<file path="config.mk">
export PLATFORM = sky130hd
export DESIGN_NAME = traffic_phase_timer_flat
export DESIGN_NICKNAME = d
export VERILOG_FILES = /design/src/rtl/traffic_phase_timer_if.sv /design/src/rtl/traffic_phase_timer.sv /design/src/flat_wrapper.sv
export SDC_FILE = /design/constraint.sdc
export NUM_CORES = 1
export LEC_CHECK = 0
export ABC_AREA = 1
export BUFFER_PORTS_ARGS = -buffer_cell sky130_fd_sc_hd__buf_2
export CELL_PAD_IN_SITES_DETAIL_PLACEMENT = 1
export CELL_PAD_IN_SITES_GLOBAL_PLACEMENT = 2
export CORE_MARGIN = 2
export CORE_UTILIZATION = 31
export CTS_CLUSTER_DIAMETER = 120
export DETAILED_ROUTE_END_ITERATION = 12
export GPL_TIMING_DRIVEN = 0
export PLACE_DENSITY = 0.79
export SYNTH_ARGS = -nofsm -noshare
export SYNTH_HDL_FRONTEND = slang
export SYNTH_SLANG_ARGS = --single-unit
</file>
<file path="constraint.sdc">
create_clock -name clk -period 1.7 [get_ports clk]
set_clock_uncertainty 0.15 [all_clocks]
set_input_delay 0.34 -clock clk [delete_from_list [all_inputs] [get_ports clk]]
set_output_delay 0.34 -clock clk [all_outputs]
set_load 0.005 [all_outputs]
</file>
<file path="src/rtl/traffic_phase_timer_if.sv">
// Signal bundle between the phase timer and the traffic light sequencer.
// The sequencer side drives the sensor and the current light; the timer side answers with step and status.
interface traffic_phase_timer_if;
    logic       sensor_in;
    logic [3:0] light;
    logic       step;
    logic       req_pending;
    logic       sensor_db;
    logic       phase_err;

    modport master (
        output sensor_in,
        output light,
        input  step,
        input  req_pending,
        input  sensor_db,
        input  phase_err
    );

    modport slave (
        input  sensor_in,
        input  light,
        output step,
        output req_pending,
        output sensor_db,
        output phase_err
    );
endinterface

</file>
<file path="src/rtl/traffic_phase_timer.sv">
// Sensor synchronizer/debouncer, request latch and per-phase dwell timer
// that pulses step once per phase for the traffic light sequencer.
//
//   state    | meaning
//   ---------+---------------------------------------------------------
//   ST_COUNT | dwell running; fires step when cnt reaches dwell-1
//   ST_ACK   | step issued; wait for the sequencer to change light
module traffic_phase_timer #(
    parameter int DEB_CYCLES    = 4,
    parameter int BLACK_CYCLES  = 2,
    parameter int RED_CYCLES    = 8,
    parameter int GREEN_CYCLES  = 10,
    parameter int YELLOW_CYCLES = 3,
    parameter int CW            = 8
) (
    input  logic                  clk,
    input  logic                  rst_n,
    traffic_phase_timer_if.slave  bus
);

    typedef enum logic {
        ST_COUNT = 1'b0,
        ST_ACK   = 1'b1
    } state_t;

    localparam logic [3:0] L_BLACK  = 4'b1000;
    localparam logic [3:0] L_RED    = 4'b0100;
    localparam logic [3:0] L_GREEN  = 4'b0010;
    localparam logic [3:0] L_YELLOW = 4'b0001;

    localparam logic [7:0]    DEB_LIM   = 8'(DEB_CYCLES);
    localparam logic [CW-1:0] BLACK_M1  = CW'(BLACK_CYCLES - 1);
    localparam logic [CW-1:0] RED_M1    = CW'(RED_CYCLES - 1);
    localparam logic [CW-1:0] GREEN_M1  = CW'(GREEN_CYCLES - 1);
    localparam logic [CW-1:0] YELLOW_M1 = CW'(YELLOW_CYCLES - 1);

    logic          sync1;
    logic          s_sync;
    logic [7:0]    deb_cnt;
    logic [7:0]    deb_next;
    logic          sensor_db;
    logic          db_prev;
    logic          req_pending;
    logic          req_set;
    logic          req_clr;

    logic [3:0]    prev_light;
    logic [CW-1:0] cnt;
    logic [CW-1:0] dwell_m1;
    state_t        state;
    logic          step;
    logic          phase_err;

    logic          light_valid;
    logic          phase_change;
    logic          fire;
    logic          step_load;

    // Two-flop synchronizer for the asynchronous sensor.
    always_ff @(posedge clk or negedge rst_n) begin
        if (!rst_n) begin
            sync1  <= 1'b0;
            s_sync <= 1'b0;
        end else begin
            sync1  <= bus.sensor_in;
            s_sync <= sync1;
        end
    end

    assign deb_next = deb_cnt + 8'd1;

    always_ff @(posedge clk or negedge rst_n) begin
        if (!rst_n) begin
            deb_cnt   <= 8'd0;
            sensor_db <= 1'b0;
        end else if (s_sync == sensor_db) begin
            deb_cnt <= 8'd0;
        end else if (deb_next == DEB_LIM) begin
            sensor_db <= s_sync;
            deb_cnt   <= 8'd0;
        end else begin
            deb_cnt <= deb_next;
        end
    end

    always_comb begin
        light_valid  = (bus.light != 4'b0000) &&
                       ((bus.light & (bus.light - 4'd1)) == 4'b0000);
        phase_change = (bus.light != prev_light);
        fire         = (bus.light != L_RED) || req_pending;
        dwell_m1     = BLACK_M1;
        case (bus.light)
            L_BLACK:  dwell_m1 = BLACK_M1;
            L_RED:    dwell_m1 = RED_M1;
            L_GREEN:  dwell_m1 = GREEN_M1;
            L_YELLOW: dwell_m1 = YELLOW_M1;
            default:  dwell_m1 = BLACK_M1;
        endcase
        step_load = light_valid && !phase_change && (state == ST_COUNT) &&
                    (cnt == dwell_m1) && fire;
    end

    // A fresh rise of sensor_db beats a red step clearing the same request.
    assign req_set = sensor_db && !db_prev;
    assign req_clr = step_load && (bus.light == L_RED);

    always_ff @(posedge clk or negedge rst_n) begin
        if (!rst_n) begin
            db_prev     <= 1'b0;
            req_pending <= 1'b0;
        end else begin
            db_prev <= sensor_db;
            if (req_set) begin
                req_pending <= 1'b1;
            end else if (req_clr) begin
                req_pending <= 1'b0;
            end
        end
    end

    always_ff @(posedge clk or negedge rst_n) begin
        if (!rst_n) begin
            prev_light <= 4'b0000;
            cnt        <= '0;
            state      <= ST_COUNT;
            step       <= 1'b0;
            phase_err  <= 1'b0;
        end else begin
            prev_light <= bus.light;
            step       <= 1'b0;
            if (!light_valid) begin
                phase_err <= 1'b1;
                cnt       <= '0;
                state     <= ST_COUNT;
            end else begin
                phase_err <= 1'b0;
                if (phase_change) begin
                    cnt   <= '0;
                    state <= ST_COUNT;
                end else begin
                    if (cnt < dwell_m1) begin
                        cnt <= cnt + 1'b1;
                    end
                    case (state)
                        ST_COUNT: begin
                            if (step_load) begin
                                step  <= 1'b1;
                                state <= ST_ACK;
                            end
                        end
                        ST_ACK: begin
                            state <= ST_ACK;
                        end
                        default: begin
                            state <= ST_COUNT;
                        end
                    endcase
                end
            end
        end
    end

    assign bus.step        = step;
    assign bus.req_pending = req_pending;
    assign bus.sensor_db   = sensor_db;
    assign bus.phase_err   = phase_err;

endmodule
</file>
<file path="src/flat_wrapper.sv">
// flat-port wrapper written by rule: the top's interface ports become plain ports
module traffic_phase_timer_flat 
#(
    parameter int DEB_CYCLES    = 4,
    parameter int BLACK_CYCLES  = 2,
    parameter int RED_CYCLES    = 8,
    parameter int GREEN_CYCLES  = 10,
    parameter int YELLOW_CYCLES = 3,
    parameter int CW            = 8
)
  (clk, rst_n, bus_sensor_in, bus_light, bus_step, bus_req_pending, bus_sensor_db, bus_phase_err);
  traffic_phase_timer_if bus_i ();
  input  logic clk;
  input  logic rst_n;
  input wire logic [$bits(bus_i.sensor_in)-1:0] bus_sensor_in;
  input wire logic [$bits(bus_i.light)-1:0] bus_light;
  output wire logic [$bits(bus_i.step)-1:0] bus_step;
  output wire logic [$bits(bus_i.req_pending)-1:0] bus_req_pending;
  output wire logic [$bits(bus_i.sensor_db)-1:0] bus_sensor_db;
  output wire logic [$bits(bus_i.phase_err)-1:0] bus_phase_err;
  assign bus_i.sensor_in = bus_sensor_in;
  assign bus_i.light = bus_light;
  assign bus_step = bus_i.step;
  assign bus_req_pending = bus_i.req_pending;
  assign bus_sensor_db = bus_i.sensor_db;
  assign bus_phase_err = bus_i.phase_err;
  traffic_phase_timer #(.DEB_CYCLES(DEB_CYCLES), .BLACK_CYCLES(BLACK_CYCLES), .RED_CYCLES(RED_CYCLES), .GREEN_CYCLES(GREEN_CYCLES), .YELLOW_CYCLES(YELLOW_CYCLES), .CW(CW)) u_core (.clk(clk), .rst_n(rst_n), .bus(bus_i));
endmodule
</file>
**Word level (Yosys, flattened, before mapping)**

Cells that the tools add are included.

- Latch bits: 0
- ROM bits: 0
- Bits in writable memories: 0
- Register bits: 28
- Memories kept: 0

- Bitwise logic cells: 3
- $add $sub $neg: 3
- Divide/modulo/power cells: 0
- Shift operators: 0
- Reduce and logical (&&, ||, !) cells: 14
- Multiplexer cells: 16
- $mul: 0
- $lt $le $gt $ge: 1
- Equality and inequality tests: 9

Operators with widths:

| kind | count |
|---|---|
| $mux 8 | 5 |
| $add 8x1->8 const B | 2 |
| $pmux 4 s3 | 1 |
| $mux 1 | 9 |
| $eq 8x3->1 const B | 1 |
| $eq 8x4->1 | 1 |
| $lt 8x4->1 | 1 |
| $logic_and 1x1->1 | 7 |
| $and 4x4->4 | 1 |
| $eq 4x1->1 const B | 1 |
| $eq 4x2->1 const B | 1 |
| $eq 4x3->1 const B | 1 |
| $logic_not 4->1 | 1 |
| $ne 4x3->1 const B | 1 |
| $ne 4x4->1 | 1 |
| $reduce_bool 4->1 | 1 |
| $sub 4x1->4 const B | 1 |
| $ne 3x3->1 const B | 1 |
| $logic_not 1->1 | 2 |
| $not 1->1 | 2 |
| $pmux 1 s2 | 1 |
| $reduce_and 2->1 | 1 |
| $reduce_bool 2->1 | 1 |
| $eq 1x1->1 | 1 |
| $logic_or 1x1->1 | 1 |

**Logic depth before layout (Yosys ltp)**

Gate-level depths: netlist of the first run.

- Depth after elaboration: 12
- Depth in mapped cells: 13

**Least setup slack after synthesis of the first run**

OpenSTA, ideal clock, no wires.

- Kind: input to register
- Start: input port bus_light[1]
- End: register u_core.cnt[3]
- Stages on the path: 12
- Data required time: 1.485 ns
- Arrival time: 1.548 ns
- Path buffers: 0
- Slack: -0.062 ns
- Path through: inv_2 > nand2_1 > nor3_2 > inv_1 > ha_1 > nand2_1 > o21bai_1 > nand2_1 > inv_1 > nor2_4 > nand2_1 > nand2_1

- Cells in the longest elaborated chain, start to end: 5
- Elaborated cells on any way between the ends: 14
- Those cells by class: add/sub (1); order compare (1); eq/ne (5); mux (3); bitwise (1); reduce/logical (3)

Ends and longest elaborated chain:

| item | line | text |
|---|---|---|
| start, declared | flat_wrapper.sv:16 | `input wire logic [$bits(bus_i.light)-1:0] bus_light;` |
| branches (longest 5 deep; another with $lt 8x4->1) | -- |  |
| end signal, assigned | traffic_phase_timer.sv:142 | `cnt <= cnt + 1'b1;` |
| end, declared | traffic_phase_timer.sv:48 | `logic [CW-1:0] cnt;` |

Parallel ways; which one is timed is not known.
A chain may end at the register's enable or synchronous reset.

**Worst setup path after layout of the first run**

- Start: input port bus_light[0]
- End: register u_core.req_pending, in the netlist u_core.bus.req_pending

- Cells in the longest elaborated chain, start to end: 10
- Elaborated cells on any way between the ends: 20
- Those cells by class: add/sub (1); eq/ne (6); mux (1); bitwise (1); reduce/logical (11)

Ends and longest elaborated chain:

| item | line | text |
|---|---|---|
| $sub 4x1->4 | traffic_phase_timer.sv:88 | `((bus.light & (bus.light - 4'd1)) == 4'b0000);` |
| $and 4x4->4 | traffic_phase_timer.sv:88 |  |
| $logic_not 4->1 | traffic_phase_timer.sv:88 |  |
| $logic_and 1x1->1 | traffic_phase_timer.sv:87 | `light_valid = (bus.light != 4'b0000) &&` |
| $logic_and 1x1->1 (3 in a row) | traffic_phase_timer.sv:99 | `step_load = light_valid && !phase_change && (state == ST_COUNT) &&` |
| $logic_and 1x1->1 | traffic_phase_timer.sv:100 | `(cnt == dwell_m1) && fire;` |
| $logic_and 1x1->1 (*) | traffic_phase_timer.sv:105 | `assign req_clr = step_load && (bus.light == L_RED);` |
| $reduce_bool 2->1 (no line) (*) | -- |  |
| end signal, assigned | traffic_phase_timer.sv:110 | `req_pending <= 1'b0;` |
| end signal, assigned | traffic_phase_timer.sv:114 | `req_pending <= 1'b1;` |
| end signal, assigned | traffic_phase_timer.sv:116 | `req_pending <= 1'b0;` |
| end, declared | traffic_phase_timer.sv:43 | `logic req_pending;` |

Every way passes the cells marked *; elsewhere a longest branch is shown, timed or not.

==> results of run 1 <==
==> per-layer routing <==
| layer | up-vias | wire length [um] | global-route usage |
|---|---|---|---|
| met5 | - | 0 | 0 |
| met4 | 0 | 75 | 0.0679 |
| met3 | 6 | 56 | 0.0221 |
| met2 | 10 | 1940 | 0.273 |
| met1 | 612 | 1540 | 0.171 |
| li1 | 626 | - | - |
==> power by group <==
part           internal [uW]  switching, uW
Sequential               721           49.7
Clock                    208            214
Combinational            147            196
==> critical path: cells and delay by family <==
kind | cells | cell delay, ps
fa+ha+maj | 1 | 290
simple gates | 8 | 770
buf+inv | 4 | 320
compound gates | 1 | 70
==> timing repair <==
action                     CTS  global route
resized for setup           14            22
hold endpoints to repair    28             1
buffers inserted             6             7
hold buffers                 1             1
pin swaps                    4            15
setup endpoints to repair   10            10
==> final timing paths <==
path	to
min in group asynchronous	u_core.prev_light[0]$_DFF_PN0_
hold reg to reg	u_core.s_sync$_DFF_PN0_
setup / recovery	u_core.bus.req_pending$_DFFE_PN0P_
setup reg to reg	u_core.cnt[2]$_DFFE_PN0P_
hold / removal	u_core.prev_light[2]$_DFF_PN0_
max in group asynchronous	u_core.bus.req_pending$_DFFE_PN0P_
==> kinds of logic (layout without fill, tap and decap cells) <==
group / Yosys count / count (layout)
and+or+nand+nor: 109 / 109
buffers and inverters: 34 / 63
DFF: 28 / 28
AOI/OAI and AO/OA: 8 / 8
adders and majority gates: 6 / 6
xor gates and xnor gates: 3 / 3
==> cell type report <==
type,instances,area [um^2],share of cell area
multi-input cells,126,747,0.388
repair buffers,25,200,0.104
flip-flops and latches,28,701,0.364
inverters,34,153,0.0794
clock buffers,4,55.1,0.0286
well taps,54,67.6,0.0351
==> sequential cells by signal (all words and copies together) (netlist names) <==
| register | flops |
|---|---|
| u_core.bus.phase_err | 1 |
| u_core.bus.req_pending | 1 |
| u_core.bus.sensor_db | 1 |
| u_core.bus.step | 1 |
| u_core.cnt | 8 |
| u_core.db_prev | 1 |
| u_core.deb_cnt | 8 |
| u_core.prev_light | 4 |
| u_core.s_sync | 1 |
| u_core.state | 1 |
| u_core.sync1 | 1 |
==> layout by cell type, fill, tap and decap left out, types with 2 or more instances in the layout <==
cell type                       synthesis  routed
sky130_fd_sc_hd__nand2_2                2       8
sky130_fd_sc_hd__nand3_1                8       8
sky130_fd_sc_hd__nand4_1                3       3
sky130_fd_sc_hd__clkbuf_8               0       4
sky130_fd_sc_hd__dlygate4sd3_1          0       2
sky130_fd_sc_hd__o21ai_1                0       2
sky130_fd_sc_hd__nor2_4                 3       9
sky130_fd_sc_hd__nand3b_1               4       4
sky130_fd_sc_hd__nor2_1                23      16
sky130_fd_sc_hd__ha_1                   6       4
sky130_fd_sc_hd__nand2_4                1       2
sky130_fd_sc_hd__ha_4                   0       2
sky130_fd_sc_hd__inv_12                 0       2
sky130_fd_sc_hd__buf_4                  0      14
sky130_fd_sc_hd__dfrtp_1               28      28
sky130_fd_sc_hd__buf_12                 0       2
sky130_fd_sc_hd__nand2_1               58      51
sky130_fd_sc_hd__buf_2                  0       7
sky130_fd_sc_hd__a21oi_1                2       2
sky130_fd_sc_hd__nor2_2                 3       4
sky130_fd_sc_hd__xor2_1                 2       2
sky130_fd_sc_hd__inv_1                 31      27
sky130_fd_sc_hd__inv_2                  3       5
==> metrics by stage <==
step | cells | hold WS, ps
floorplan | 188 | -106
global placement | 252 | 189
detailed placement | 252 | 206
CTS | 263 | 7.30
global route | 271 | 51.0
finish | 271 | 68.9
==> impl_table.tex, run 1 <==
\begin{tabular}{lr}
\hline
Metric & Value \\
\hline
\multicolumn{2}{l}{\textbf{Routing}} \\
\quad First-iteration detailed-routing DRC count & 36 \\
\quad Iteration count of the initial detailed-routing pass & 4 \\
\quad DR WL/cell & 13.3 um \\
\quad Aggregate routed wire length & $\sim$3600 um \\
\quad Count of antenna-violating nets left after detailed routing & 0 \\
\quad Via count & 1254 \\
\quad DRC viols & 0 \\
\quad Number of vias per cell after detailed routing & $\sim$4.6 \\
\multicolumn{2}{l}{\textbf{Placement}} \\
\quad RePlAce Congestion & 0.845 \\
\quad Placed standard-cell area & about 1600 um\^{}2 \\
\quad HPWL reported at the end of detailed placement & 2540 um \\
\quad Number of I/O port buffers & 10 \\
\quad Worst slack after detailed placement & -474 ps \\
\multicolumn{2}{l}{\textbf{Critical path}} \\
\quad Arrival time worst endpoint & 1820 ps \\
\quad Worst setup path startpoint & bus\_light[0] \\
\quad Endpoint required time on the critical path & 1730 ps \\
\quad Depth of the worst register-to-register path & 8 \\
\quad Critical path's largest stage delay & 290 ps \\
\quad Worst Path Max Fanout & 3 \\
\quad List of cells traversed by the critical path & buf\_12 > inv\_12 > nand2\_4 > nor3\_4 > a31oi\_1 > ha\_1 > inv\_2 > buf\_4 > nor2\_4 > nand2\_2 > nor2\_4 > nand4\_1 > nand2\_1 > nand2\_1 \\
\quad Startpoint of the worst register-to-register path & u\_core.cnt[3]\$\_DFFE\_PN0P\_ \\
\quad Slowest cell on crit path & sky130\_fd\_sc\_hd\_\_ha\_1 \\
\quad Critical Path Sink Type & register \\
\quad Reg-to-reg setup timing slack & $\sim$10 ps \\
\quad CP Class & input pin to register \\
\quad Element type at the critical path start & input pin \\
\multicolumn{2}{l}{\textbf{Synth}} \\
\quad Library cell with the highest instance count after synthesis & sky130\_fd\_sc\_hd\_\_nand2\_1 \\
\quad Flop and latch count out of synthesis & 28 \\
\quad Sequential element share of the synthesized area & 0.475 \\
\quad Post-synthesis cell type with the largest combined area & sky130\_fd\_sc\_hd\_\_dfrtp\_1 \\
\quad Netlist area before placement & 1470 um\^{}2 \\
\quad Share of flip-flops with an asynchronous set or reset & 1.00 \\
\quad Dominant combinational cell family by area after synthesis & simple AND/OR/NAND/NOR gates \\
\quad Count of flip-flops with a built-in enable after synthesis & 0 \\
\quad Yosys warns & 0 \\
\quad Distinct cell type count of the synthesized netlist & 24 \\
\quad Share of synthesized area spent on multiplexers & 0 \\
\quad Post-synth net total & 201 \\
\quad Area fraction in compound gates after synthesis & 0.0314 \\
\quad Number of instances in the synthesized netlist & between 150 and 200 \\
\quad Synthesized-area fraction occupied by adder cells & 0.0509 \\
\quad Proportion of netlist area held by the largest area contributor & 0.475 \\
\quad Synth Area in Simple Gates & 0.338 \\
\quad Largest cells by area after synthesis & sky130\_fd\_sc\_hd\_\_dfrtp\_1, sky130\_fd\_sc\_hd\_\_nand2\_1, sky130\_fd\_sc\_hd\_\_inv\_1, sky130\_fd\_sc\_hd\_\_nor2\_1, sky130\_fd\_sc\_hd\_\_ha\_1 \\
\quad List of most frequent post-synthesis cells & sky130\_fd\_sc\_hd\_\_nand2\_1, sky130\_fd\_sc\_hd\_\_inv\_1, sky130\_fd\_sc\_hd\_\_dfrtp\_1 \\
\quad Post-synth top flop & sky130\_fd\_sc\_hd\_\_dfrtp\_1 \\
\quad Synthesized area per cell & 7.84 um\^{}2 \\
\quad Post-synthesis xor/xnor area fraction & 0.0178 \\
\multicolumn{2}{l}{\textbf{Power}} \\
\quad Power per Cell Area & 799 nW/um\^{}2 \\
\quad PnR Total Power & 1540 uW \\
\quad Worst supply voltage drop on vdd & between 0.2 and 0.3 mV \\
\quad P\_leak & around 0.00098 uW \\
\multicolumn{2}{l}{\textbf{STA}} \\
\quad Final Cycle Share & 1.05 \\
\quad Setup Viol. Count Final & 7 \\
\quad Headroom to the max-slew limit & 0.567 \\
\quad Final critical-path setup slack & -89.3 ps \\
\quad Sum Neg Setup Slack & -327 ps \\
\quad Final count of pins violating max slew & 0 \\
\quad RSZ-0062 raised after global routing & yes \\
\quad Max frequency & $\sim$0.56 GHz \\
\quad Slew at the pin closest to its max-slew limit & around 650 ps \\
\quad Final Hold Vio Count & 0 \\
\quad Period minus WS final & 1790 ps \\
\multicolumn{2}{l}{\textbf{Die}} \\
\quad DIE HEIGHT & 73.0 um \\
\quad Area of the core & 4660 um\^{}2 \\
\quad Horizontal die dimension & about 73 um \\
\quad Area of the die & 5320 um\^{}2 \\
\quad I/O pin cnt & 11 \\
\quad Cell Rows & 25 \\
\quad Starting density of the core & 0.316 \\
\multicolumn{2}{l}{\textbf{Job}} \\
\quad MaxCap Viol Count & 0 \\
\multicolumn{2}{l}{\textbf{Cells and area}} \\
\quad Layout overhead on the synthesized area & 30.5\% \\
\quad Number of nets in the layout & 231 \\
\quad Number of diodes added for antenna fixing & 0 \\
\quad Share of the core filled with cells in the final layout & 0.413 \\
\quad Fillcell total & 580 \\
\quad Ratio of cells with drive above 1 in the final layout & 0.281 \\
\quad Cell area after layout & 1920 um\^{}2 \\
\multicolumn{2}{l}{\textbf{Worst hold path}} \\
\quad Start point of the worst hold path & bus\_light[2] \\
\quad Worst min path class & input pin to register \\
\quad Hold-critical path depth & 1 \\
\multicolumn{2}{l}{\textbf{Clock network}} \\
\quad CTS HTree Levels & 1 \\
\quad Clock latency at the later pin of the worst-skew pair & about 280 ps \\
\quad Cell chosen for the clock root & sky130\_fd\_sc\_hd\_\_clkbuf\_8 \\
\quad Maximum clock path buffer count & 2 \\
\quad Number of buffers created by CTS & 3 \\
\quad Sink Count & 28 \\
\quad Clock tree from TritonCTS & built \\
\quad Clock-pin slew reported for the worst setup and hold paths after clock tree synthesis & $\sim$100 ps \\
\multicolumn{2}{l}{\textbf{Global route}} \\
\quad All-Layer GR Usage & 0.149 \\
\quad Number of global-route vias before repair & around 1400 \\
\quad Initial antenna violation count & 0 \\
\quad First-pass GRT wire length & a little over 6000 um \\
\quad Largest net degree at the start of global routing & 29 \\
\quad Total overflow reported by the global router & 0 \\
\multicolumn{2}{l}{\textbf{Outcome}} \\
\quad Run status & finished with violations \\
\quad Violated checks & setup timing \\
\hline
\end{tabular}
(Power assumes the default switching activity.)
==> run 2: changes to the inputs <==
GPL_TIMING_DRIVEN = not set   (was 0)
==> run 2 against run 1 <==
  * Final cell count grew 2.6%
  * Wire length decreased by 3.2%
  * Critical path depth unchanged
  * The flow still finishes with violations (setup timing)
  * Global-route usage increased by 0.21 points
  * Critical endpoint is now u_core.cnt[1]$_DFFE_PN0P_
  * Sequential cell count unchanged
  * Sequential power about the same
  * Register-to-register slack gained 30 ps
==> impl_table.tex, run 2 (synthesis gave the netlist of run 1 again) <==
\begin{tabular}{lr}
\hline
Metric & Value \\
\hline
\multicolumn{2}{l}{\textbf{Power}} \\
\quad Combinational cell fraction of total power & 0.210 (-0.014) \\
\quad NetSw & 463 uW (+0.69\%) \\
\quad Worst supply voltage drop on vdd & 0.304 mV (+5.4\%) \\
\quad Internal power consumption & 1200 uW (+11\%) \\
\quad Clock power share & 0.324 (+0.050) \\
\quad Power per Cell Area & 829 nW/um\^{}2 (+3.8\%) \\
\quad Register share of total power & 0.466 (-0.036) \\
\quad P\_leak & 0.00102 uW (+4.3\%) \\
\quad Fraction of power spent switching nets & 0.279 (-0.0201) \\
\multicolumn{2}{l}{\textbf{Cells and area}} \\
\quad Leading cell type in the layout, fill and taps excluded & sky130\_fd\_sc\_hd\_\_nand2\_1 \\
\quad Most frequent cells in the layout & sky130\_fd\_sc\_hd\_\_nand2\_1, sky130\_fd\_sc\_hd\_\_dfrtp\_1, sky130\_fd\_sc\_hd\_\_inv\_1, sky130\_fd\_sc\_hd\_\_buf\_4, sky130\_fd\_sc\_hd\_\_nor2\_1 \\
\quad Register Area & 701 um\^{}2 (unchanged) \\
\quad Multi-input combinational cell area & 757 um\^{}2 (+1.3\%) \\
\quad Regs by FF count & u\_core.cnt x8, u\_core.deb\_cnt x8, u\_core.prev\_light x4 \\
\quad Share of the core filled with cells in the final layout & 0.429 (+0.0164) \\
\quad Layout overhead on the synthesized area & 35.7\% \\
\quad Number of nets in the layout & 238 (+3.0\%) \\
\quad Fillcell total & 572 (-1.4\%) \\
\quad Ratio of cells with drive above 1 in the final layout & 0.304 (+0.0225) \\
\quad Number of diodes added for antenna fixing & 0 (unchanged) \\
\multicolumn{2}{l}{\textbf{STA}} \\
\quad Final count of pins violating max slew & 0 (unchanged) \\
\quad Period minus WS final & 1740 ps (-53.2 ps) \\
\quad Final Cycle Share & 1.02 (-0.0313) \\
\quad Headroom to the max-slew limit & 0.559 (-0.00859) \\
\quad Slew at the pin closest to its max-slew limit & 662 ps (+12.9 ps) \\
\quad Max frequency & 0.576 GHz (+3.1\%) \\
\quad Final critical-path setup slack & -36.2 ps (+53.2 ps) \\
\quad Setup Viol. Count Final & 4 (-3) \\
\quad Hold\_ws & 156 ps (+87.3 ps) \\
\quad RSZ-0062 raised after global routing & yes \\
\quad Final Hold Vio Count & 0 (unchanged) \\
\multicolumn{2}{l}{\textbf{Routing}} \\
\quad First-iteration detailed-routing DRC count & 51 (+42\%) \\
\quad Number of vias per cell after detailed routing & 4.63 (+0.13\%) \\
\quad Count of antenna-violating nets left after detailed routing & 0 (unchanged) \\
\quad DR WL/cell & 12.6 um (-5.7\%) \\
\quad Via count & 1288 (+2.7\%) \\
\quad DRC viols & 0 (unchanged) \\
\quad Aggregate routed wire length & 3490 um (-3.2\%) \\
\quad Iteration count of the initial detailed-routing pass & 4 (unchanged) \\
\multicolumn{2}{l}{\textbf{Job}} \\
\quad MaxCap Viol Count & 0 (unchanged) \\
\multicolumn{2}{l}{\textbf{Outcome}} \\
\quad Run status & finished with violations \\
\quad Violated checks & setup timing \\
\multicolumn{2}{l}{\textbf{Critical path}} \\
\quad Element type at the critical path start & input pin \\
\quad List of cells traversed by the critical path & buf\_6 > inv\_12 > nand2\_4 > nor3\_4 > a31oi\_1 > ha\_1 > inv\_2 > nor2\_2 > o21bai\_1 > nand2\_2 > inv\_2 > nor2\_4 > nand2\_1 > nand2\_1 \\
\quad Slowest cell on crit path & sky130\_fd\_sc\_hd\_\_ha\_1 \\
\quad Critical path's largest stage delay & 300 ps (about the same) \\
\quad Arrival time worst endpoint & 1750 ps (-70 ps) \\
\quad Worst Path Max Fanout & 4 (+1) \\
\quad Critical Path Sink Type & register \\
\quad Endpoint required time on the critical path & 1720 ps (about the same) \\
\quad CP Class & input pin to register \\
\multicolumn{2}{l}{\textbf{Global route}} \\
\quad All-Layer GR Usage & 0.151 (+0.00206) \\
\quad Largest net degree at the start of global routing & 29 (unchanged) \\
\quad First-pass GRT wire length & 6270 um (+2.8\%) \\
\quad Total overflow reported by the global router & 0 (unchanged) \\
\quad Initial antenna violation count & 0 (unchanged) \\
\quad Number of global-route vias before repair & 1433 (+3.2\%) \\
\multicolumn{2}{l}{\textbf{Die}} \\
\quad Area of the core & 4660 um\^{}2 (unchanged) \\
\quad DIE HEIGHT & 73.0 um (unchanged) \\
\quad Cell Rows & 25 (unchanged) \\
\quad Area of the die & 5320 um\^{}2 (unchanged) \\
\quad Starting density of the core & 0.316 (unchanged) \\
\quad Horizontal die dimension & 73.0 um (unchanged) \\
\quad I/O pin cnt & 11 (unchanged) \\
\multicolumn{2}{l}{\textbf{Clock network}} \\
\quad Clock tree from TritonCTS & built \\
\quad CTS HTree Levels & 1 (unchanged) \\
\quad Clock-pin slew reported for the worst setup and hold paths after clock tree synthesis & 110 ps (about the same) \\
\quad Maximum clock path buffer count & 2 (unchanged) \\
\quad Clock latency at the later pin of the worst-skew pair & 280 ps (about the same) \\
\quad Sink Count & 28 (unchanged) \\
\quad Cell chosen for the clock root & sky130\_fd\_sc\_hd\_\_clkbuf\_8 \\
\quad Number of buffers created by CTS & 3 (unchanged) \\
\multicolumn{2}{l}{\textbf{Placement}} \\
\quad RePlAce Congestion & 0.800 (-5.3\%) \\
\quad Number of I/O port buffers & 10 (unchanged) \\
\quad Worst slack after detailed placement & -444 ps (+30.6 ps) \\
\quad HPWL reported at the end of detailed placement & 2660 um (+4.8\%) \\
\multicolumn{2}{l}{\textbf{Worst hold path}} \\
\quad Worst min path class & input pin to register \\
\hline
\end{tabular}
==> run 2: power by group through the flow <==
stage	registers [uW]	logic, uW	clock network, uW
after CTS	767	294	558
after floorplan	770	168	0
final	773	348	536
after global placement	776	265	0
after detailed placement	782	278	0
after global routing	779	404	583
==> run 2: final timing paths <==
| path | from | to | slack (ps) | cells past startpoint |
|---|---|---|---|---|
| setup / recovery | bus_light[1] | u_core.cnt[1]$_DFFE_PN0P_ | -40 | 14 |
| hold / removal | bus_light[2] | u_core.prev_light[2]$_DFF_PN0_ | 160 | 2 |
| setup reg to reg | u_core.cnt[1]$_DFFE_PN0P_ | u_core.cnt[1]$_DFFE_PN0P_ | 40 | 9 |
| hold reg to reg | u_core.sync1$_DFF_PN0_ | u_core.s_sync$_DFF_PN0_ | 210 | 0 |
| max in group asynchronous | rst_n | u_core.state$_DFF_PN0_ | 500 | 2 |
| min in group asynchronous | rst_n | u_core.prev_light[0]$_DFF_PN0_ | 460 | 2 |
==> run 2: final cells by class <==
| class | count | area share |
|---|---|---|
| well taps | 54 | 0.0338 |
| inverters | 34 | 0.0776 |
| clock buffers | 3 | 0.0207 |
| multi-input cells | 126 | 0.379 |
| flip-flops and latches | 28 | 0.350 |
| repair buffers | 32 | 0.124 |
| clock inverters | 1 | 0.0150 |
==> run 2: per-layer routing <==
metal / part of all wire / global-route usage
met1: 0.45 / 0.187
met2: 0.52 / 0.264
met3: 0.025 / 0.0249
met4: 0.0072 / 0.0576
met5: 0 / 0
==> run 2: per-stage QoR <==
stage | cells | total power, uW | setup TNS (ps) | cell area, um^2
3_3_place_gp | 267 | 1040 | -2320 | 1740
5_1_grt | 278 | 1770 | -1030 | 2000
6_report | 278 | 1660 | -123 | 2000
4_1_cts | 275 | 1620 | -335 | 1880
3_5_place_dp | 267 | 1060 | -2920 | 1740
2_1_floorplan | 188 | 939 | -34.8 | 1510
==> run 2: timing repair <==
action,in CTS,in global routing
resized for setup,11,25
pin swaps,7,16
hold buffers,2,0
setup buffers,2,3
setup endpoints to repair,11,11
hold endpoints to repair,29,0
==> run 2: worst max-delay path, delay by kind of cell <==
family          cells  cell delay, ps
compound gates      2             230
fa+ha+maj           1             300
buf+inv             4             350
simple gates        7             520
